==> src/rtl/imem_loader_pkg.sv <==
// imem_loader_pkg: shared FSM state encoding and IMEM address width for loader and fetch stage
package imem_loader_pkg;
  localparam int IMEM_ADDR_W = 14;
  typedef enum logic [2:0] {
    S_IDLE,
    S_LEN_LO,
    S_LEN_HI,
    S_DATA,
    S_CHECK,
    S_DONE,
    S_ERROR
  } state_t;
endpackage

==> src/rtl/imem_loader_pack.sv <==
// loader_pack: byte-lane counter, little-endian word packer and running XOR checksum
module loader_pack (
  input  logic        clk_i,
  input  logic        rst_ni,
  input  logic        clr_i,
  input  logic        en_i,
  input  logic [7:0]  byte_i,
  output logic        last_o,
  output logic [31:0] word_o,
  output logic [7:0]  csum_o
);
  logic [1:0]  lane_q, lane_d;
  logic [31:0] sr_q, sr_d;
  logic [7:0]  csum_q, csum_d;
  // bytes enter at the top and shift down, so the first byte lands in [7:0]
  assign word_o = {byte_i, sr_q[31:8]};
  assign last_o = en_i && lane_q == 2'd3;
  assign csum_o = csum_q;
  always_comb begin
    lane_d = clr_i ? 2'd0 : en_i ? lane_q + 2'd1 : lane_q;
    sr_d   = clr_i ? 32'd0 : en_i ? word_o : sr_q;
    csum_d = clr_i ? 8'd0 : en_i ? csum_q ^ byte_i : csum_q;
  end
  always_ff @(posedge clk_i or negedge rst_ni) begin
    if (!rst_ni) begin
      lane_q <= 2'd0;
      sr_q   <= 32'd0;
      csum_q <= 8'd0;
    end else begin
      lane_q <= lane_d;
      sr_q   <= sr_d;
      csum_q <= csum_d;
    end
  end
endmodule

==> src/rtl/imem_loader.sv <==
// imem_loader: byte-stream program loader writing 32-bit words into IMEM and holding the CPU until a good checksum
module imem_loader
  import imem_loader_pkg::*;
#(
  parameter int ADDR_W    = IMEM_ADDR_W,
  parameter int MAX_WORDS = 2**ADDR_W
) (
  input  logic              clk_i,
  input  logic              rst_ni,
  input  logic              start_i,
  input  logic [7:0]        rx_data_i,
  input  logic              rx_valid_i,
  output logic              rx_ready_o,
  output logic              we_o,
  output logic [ADDR_W-1:0] waddr_o,
  output logic [31:0]       wdata_o,
  output logic              cpu_hold_o,
  output logic              done_o,
  output logic              err_o
);
  state_t            state_q;
  logic              rx_ready_q, we_q, cpu_hold_q, done_q, err_q;
  logic [ADDR_W-1:0] idx_q, nm1_q, waddr_q;
  logic [31:0]       wdata_q, word;
  logic [7:0]        len_lo_q, csum;
  logic [15:0]       n;
  logic              acc, clr, last;
  assign acc = rx_valid_i && rx_ready_q;
  assign clr = start_i && (state_q inside {S_IDLE, S_DONE, S_ERROR});
  assign n   = {rx_data_i, len_lo_q};
  loader_pack u_pack (
    .clk_i  (clk_i),
    .rst_ni (rst_ni),
    .clr_i  (clr),
    .en_i   (acc && state_q == S_DATA),
    .byte_i (rx_data_i),
    .last_o (last),
    .word_o (word),
    .csum_o (csum)
  );
  // rx_ready is registered from the next state, so streaming bytes see no bubbles
  always_ff @(posedge clk_i or negedge rst_ni) begin
    if (!rst_ni) begin
      state_q    <= S_IDLE;
      rx_ready_q <= 1'b0;
      we_q       <= 1'b0;
      waddr_q    <= '0;
      wdata_q    <= 32'd0;
      cpu_hold_q <= 1'b1;
      done_q     <= 1'b0;
      err_q      <= 1'b0;
      idx_q      <= '0;
      nm1_q      <= '0;
      len_lo_q   <= 8'd0;
    end else begin
      we_q <= 1'b0;
      if (clr) begin
        state_q    <= S_LEN_LO;
        rx_ready_q <= 1'b1;
        cpu_hold_q <= 1'b1;
        done_q     <= 1'b0;
        err_q      <= 1'b0;
        idx_q      <= '0;
      end else if (acc) begin
        case (state_q)
          S_LEN_LO: begin
            len_lo_q <= rx_data_i;
            state_q  <= S_LEN_HI;
          end
          S_LEN_HI: begin
            nm1_q <= ADDR_W'(n - 16'd1);
            if (n == 16'd0) state_q <= S_CHECK;
            else if (32'(n) <= MAX_WORDS) state_q <= S_DATA;
            else begin
              state_q    <= S_ERROR;
              rx_ready_q <= 1'b0;
              err_q      <= 1'b1;
            end
          end
          S_DATA: begin
            if (last) begin
              we_q    <= 1'b1;
              waddr_q <= idx_q;
              wdata_q <= word;
              if (idx_q == nm1_q) state_q <= S_CHECK;
              else idx_q <= idx_q + 1'b1;
            end
          end
          S_CHECK: begin
            rx_ready_q <= 1'b0;
            if (rx_data_i == csum) begin
              state_q    <= S_DONE;
              cpu_hold_q <= 1'b0;
              done_q     <= 1'b1;
            end else begin
              state_q <= S_ERROR;
              err_q   <= 1'b1;
            end
          end
          default: ;
        endcase
      end
    end
  end
  assign rx_ready_o = rx_ready_q;
  assign we_o       = we_q;
  assign waddr_o    = waddr_q;
  assign wdata_o    = wdata_q;
  assign cpu_hold_o = cpu_hold_q;
  assign done_o     = done_q;
  assign err_o      = err_q;
endmodule

==> config.mk <==
export PLATFORM = sky130hd
export DESIGN_NAME = imem_loader
export DESIGN_NICKNAME = d
export VERILOG_FILES = /design/src/rtl/imem_loader_pkg.sv /design/src/rtl/imem_loader_pack.sv /design/src/rtl/imem_loader.sv
export SDC_FILE = /design/constraint.sdc
export NUM_CORES = 1
export LEC_CHECK = 0
export ABC_AREA = 1
export BUFFER_PORTS_ARGS = -buffer_cell sky130_fd_sc_hd__clkbuf_2
export CORE_ASPECT_RATIO = 1.25
export CORE_MARGIN = 2
export CORE_UTILIZATION = 50
export CTS_CLUSTER_DIAMETER = 120
export DETAILED_ROUTE_END_ITERATION = 8
export PLACE_DENSITY = 0.7
export SLEW_MARGIN = 15
export SYNTH_ARGS = -nofsm -noshare
export SYNTH_HDL_FRONTEND = slang
export SYNTH_SLANG_ARGS = --single-unit
==> constraint.sdc <==
create_clock -name clk_i -period 5 [get_ports clk_i]
set_clock_uncertainty 0.1 [all_clocks]
set_input_delay 1 -clock clk_i [delete_from_list [all_inputs] [get_ports clk_i]]
set_output_delay 1 -clock clk_i [all_outputs]
set_load 0.02 [all_outputs]
# == After elaboration in Yosys (flattened, before gate mapping) ==
# Index checks and enable logic that the tools add are counted.
# word_totals
register_bits,132
input_bits,12
output_inout_bits,51
elab_cells,100
# classes
n_addsub,3
order_cmp,1
eq_ne,15
n_mux,42
bitwise,2
n_reduce_logical,23
# ops
operator,count
two-way mux 14 bit,5
two-way mux 32 bit,2
two-way mux 1 bit,21
two-way mux 3 bit,6
less-or-equal comparator 16 x 15 -> 1 bit (second input constant),1
logical NOT 16 bit,1
two-way mux 8 bit,2
AND reduction 4 bit,4
adder 14 x 1 -> 14 bit (second input constant),1
== test 14 bit,1
subtractor 14 x 1 -> 14 bit (second input constant),1
inequality test 3 x 2 -> 1 bit (second input constant),4
case mux 3 bit (4 select lines),1
nonzero test 2 bit,6
== test 3 bit (second input constant),3
AND reduction 3 bit,3
== test 8 bit,1
XOR 8 bit,1
== test 3 x 2 -> 1 bit (second input constant),2
two-way mux 2 bit,3
nonzero test 3 bit,2
AND reduction 5 bit,1
nonzero test 5 bit,1
logical AND 1 bit,4
8 further kinds,9

# == Depth between registers and ports, before layout ==
# logic_depth
word_depth,7
mapped_depth,12
depth_no_buf,11

# == Hierarchy ==
# Synthesis repeated with hierarchy kept, for this count alone.
# hier_totals
cells_unflattened,764
hier_area_um2,6039.5
# by_module_without_submodules
module,instances,cells_per_inst,area_per_inst_um2,seq_area_each_um2
imem_loader,1,597,4556.9,2253.4
loader_pack,1,167,1482.7,850.8

# == Least setup slack after synthesis ==
# Ideal clock, no wire load.
# synth_path
kind,input-to-reg
startpoint,input rx_valid_i
endpoint,register len_lo_q[6]
setup_time_ps,130
arrival_ps,1929
t_required_ps,4770
setup_slack_ps,2841
cell_stages,6
path_buffers,2
cell_sequence,nand2_2 > or3_1 > clkbuf_1 > clkbuf_1 > nand2_1 > o21ai_1
# synth_via
elab_chain_cells,2
# synth_rtl
element,line_no,rtl
start: declaration,imem_loader.sv:12,"input logic rx_valid_i,"
logical AND 1 bit,imem_loader.sv:28,assign acc = rx_valid_i && rx_ready_q;
AND reduction 3 bit (no source line),--,
end signal: assignment,imem_loader.sv:67,len_lo_q <= rx_data_i;
end: declaration,imem_loader.sv:25,"logic [7:0] len_lo_q, csum;"
# Every way passes these cells.
# A chain may end at the register's enable or synchronous reset.

# == Worst setup path in the final report ==
# layout_path
startpoint,input rx_valid_i
endpoint,register idx_q[9]
# layout_via
elab_chain_cells,5
elab_cells_between_ends,6
classes_between,reduce/logical: 6
# layout_rtl
element,line_no,rtl
logical AND 1 bit *,imem_loader.sv:28,
logical AND 1 bit,imem_loader.sv:35,".en_i (acc && state_q == S_DATA),"
logical AND 1 bit,imem_loader_pack.sv:17,assign last_o = en_i && lane_q == 2'd3;
nonzero test 2 bit (no source line),--,
AND reduction 4 bit (no source line) *,--,
end signal: assignment,imem_loader.sv:86,else idx_q <= idx_q + 1'b1;
end: declaration,imem_loader.sv:23,"logic [ADDR_W-1:0] idx_q, nm1_q, waddr_q;"
# Every way passes the cells marked *; elsewhere a longest branch is shown, timed or not.

==> impl_metrics.yaml <==
layout:
  finish.net_count: 802
  finalNonFillerCells: 937
  syn2layout_area_growth_pct: 16.8
  antennaDiodeCount: 0
  final_layout_size_suffix_gt1_share_pct: 14.9
cts:
  cts_resized: 0
  post_cts_buffers: 0
  tritoncts: "yes"
  clock_tree.buffer_depth: 2
  numClockSinks: 124
  ctsHoldBuffers: 0
  cts_htree_levels: 4
  number_of_buffers_created_by_cts: 17
  clkSlewWorstSetupHoldPaths_ns: 0.06
  worst_skew_pair.late_latency_ns: 0.42
  cell_chosen_for_the_clock_root: "clkbuf_16"
timing:
  grt_setup_unrepaired: "false"
  final_period_minus_worst_setup_slack_ns: 2.75
  fmax_mhz: 364
  setup_viol: 0
  worst_slew_margin_rel_pct: 44.0
  fin_crit_sh_pct: 55.0
  pins_over_their_slew_limit: 0
  timing_hold_violations_final: 0
  tightest_slew_ns: 0.840
  fin_setup_tns_ns: 0
setup_path:
  worst_setup_path_start_kind: "primary input"
  crit_required_ns: 5.22
  worstSetupEndpointType: "flop"
  critPathKind: "primary input to flop"
  critical_path_peak_fanout: 26
  cp_data_arrival_time_ns: 2.97
floorplan:
  die_w_um: 101
  std_cell_rows: 44
  die_height_um: 125
  core_area_um2: 11500
  top_level_ports: 63
  die_area_um2: 12500
  initial_core_util_pct: 50.7
global_routing:
  grt_max_degree: 74
  grt.overflow.total: 0
  track_usage_pct: 22.5
  grt_first_pass_wirelength_um: 22400
  antenna_found_initial: 0
  first_global_vias: 4838
drt:
  detail_route.wl_per_cell_um: 13.8
  vias: 4795
  drt-total-wl_um: 12900
  drcViolationCount: 0
  detailedRoute.firstIterationViolations: 221
  ant_nets: 0
  via_per_inst: 5.12
  firstDrtPassIters: 4
logic_synthesis:
  syn-num-nets: 743
  synthesis.yosys.warnings: 0
  ys_seq_elements: 124
  syn_inst: 727
  synth_area_um2: 5830
  count_of_different_cell_masters_after_synthesis: 30
  ys_seq_area_share_pct: 53.3
  postSynthAreaPerCell_um2: 8.02
placement:
  place_hpwl_um: 9090
  post-place-cells: 905
  finalWeightedCongestion: 0.870
  numPortBuffers: 62
pwr:
  total_power_mw: 3.37
  power_leakage_nw: 3.73
  ir_worst_vdd_mv: 0.231
  power_per_cell_area_nw_per_um2: 495
status:
  status: "completed"
job:
  max_cap_violations: 0
worst_hold_path:
  hold_class: "flop to flop"
-- critical path: stages --
cell	delay, ns
clkbuf_2	0.10
nand2_2	0.12
nor2_8	0.37
nand2_2	0.10
inv_2	0.34
nand2_2	0.16
nand2_1	0.54
nand2_1	0.12
o21ai_1	0.11
-- layer usage --
| layer | GRT usage (%) | routed length, um |
|---|---|---|
| met1 | 27.3 | 5320 |
| met4 | 8.78 | 295 |
| met5 | 0 | 0 |
| met3 | 4.88 | 547 |
| met2 | 38.6 | 6750 |
-- synth_stat cells (all sizes together) --
cell / instances / area share, %
or2: 1 / 0.11
dfrtp: 123 / 53
or3: 1 / 0.11
ha: 4 / 0.86
inv: 98 / 6.3
nand3: 27 / 2.5
nor3: 6 / 0.52
xor2: 12 / 1.8
a31oi: 3 / 0.32
a22oi: 22 / 2.8
a21oi: 14 / 1.2
o21a: 1 / 0.13
clkbuf: 14 / 0.90
o21ai: 69 / 5.9
dfstp: 1 / 0.45
nand4: 5 / 0.54
nand2: 246 / 16
xnor2: 4 / 0.60
nor2: 65 / 4.7
buf: 11 / 1.2
-- cell usage in the layout, fill, tap and decap left out, drive strengths merged --
cell type	count
o21a	1
nor3	6
ha	4
clkinv	6
inv	103
o21ai	69
dfrtp	123
buf	4
nor2	65
a31oi	3
or2	1
nand4	5
xnor2	4
nand3	27
clkbuf	79
bufinv	2
nand2	246
a22oi	22
xor2	12
a21oi	14
or3	1
clkinvlp	1
dfstp	1
-- cell type report --
type | instances | area, um2
Fill cell | 1040 | 4700
Inverter | 98 | 368
Sequential cell | 124 | 3100
Timing Repair Buffer | 65 | 335
Clock inverter | 14 | 160
Tap cell | 138 | 173
Clock buffer | 18 | 429
Multi-Input combinational cell | 480 | 2240
-- stage by stage --
| stage | utilization [%] | setup slack (ns) | hold slack [ns] | cell area (um2) |
|---|---|---|---|---|
| after global routing | 59.2 | 2.04 | 0.377 | 6810 |
| final | 59.2 | 2.25 | 0.361 | 6810 |
| after detailed placement | 54.0 | 1.82 | 0.354 | 6210 |
| after global placement | 54.0 | 1.94 | 0.354 | 6210 |
| after CTS | 59.1 | 2.25 | 0.363 | 6800 |
| after floorplan | - | 2.84 | 0.343 | 5830 |
-- kinds of logic (layout without fill, tap and decap cells) --
logic type | count (synthesis) | after routing | share of synthesized area (%)
compound gates | 109 | 109 | 10.4
fa+ha+maj | 4 | 4 | 0.859
simple gates | 351 | 351 | 24.6
xor+xnor | 16 | 16 | 2.40
flops | 124 | 124 | 53.3
buf+inv | 123 | 195 | 8.46
-- power breakdown --
group,internal [mW],switching [mW]
clock,0.743,0.473
combinational,0.276,0.538
sequential,1.18,0.163
total,2.20,1.17
-- worst paths after layout --
check,slack [ns],startpoint,end,depth (start not counted)
min in group asynchronous,0.58,rst_ni,waddr_o[0],1
setup / recovery,2.25,rx_valid_i,idx_q[9],9
setup reg to reg,2.39,state_q[2],idx_q[9],9
hold / removal,0.36,cpu_hold_o,cpu_hold_o,2
max in group asynchronous,3.27,rst_ni,idx_q[13],2
hold reg to reg,0.36,cpu_hold_o,cpu_hold_o,2
-- registers in the layout, summed over array words and instances (netlist names) --
register and flops:
cpu_hold_o 1, done_o 1, err_o 1, idx_q 14
len_lo_q 8, nm1_q 14, rx_ready_o 1, state_q 3
u_pack.csum_o 8, u_pack.lane_q 2, u_pack.sr_q 24, waddr_o 14
wdata_o 32, we_o 1
No activity file was read; power rests on OpenSTA's default activity.
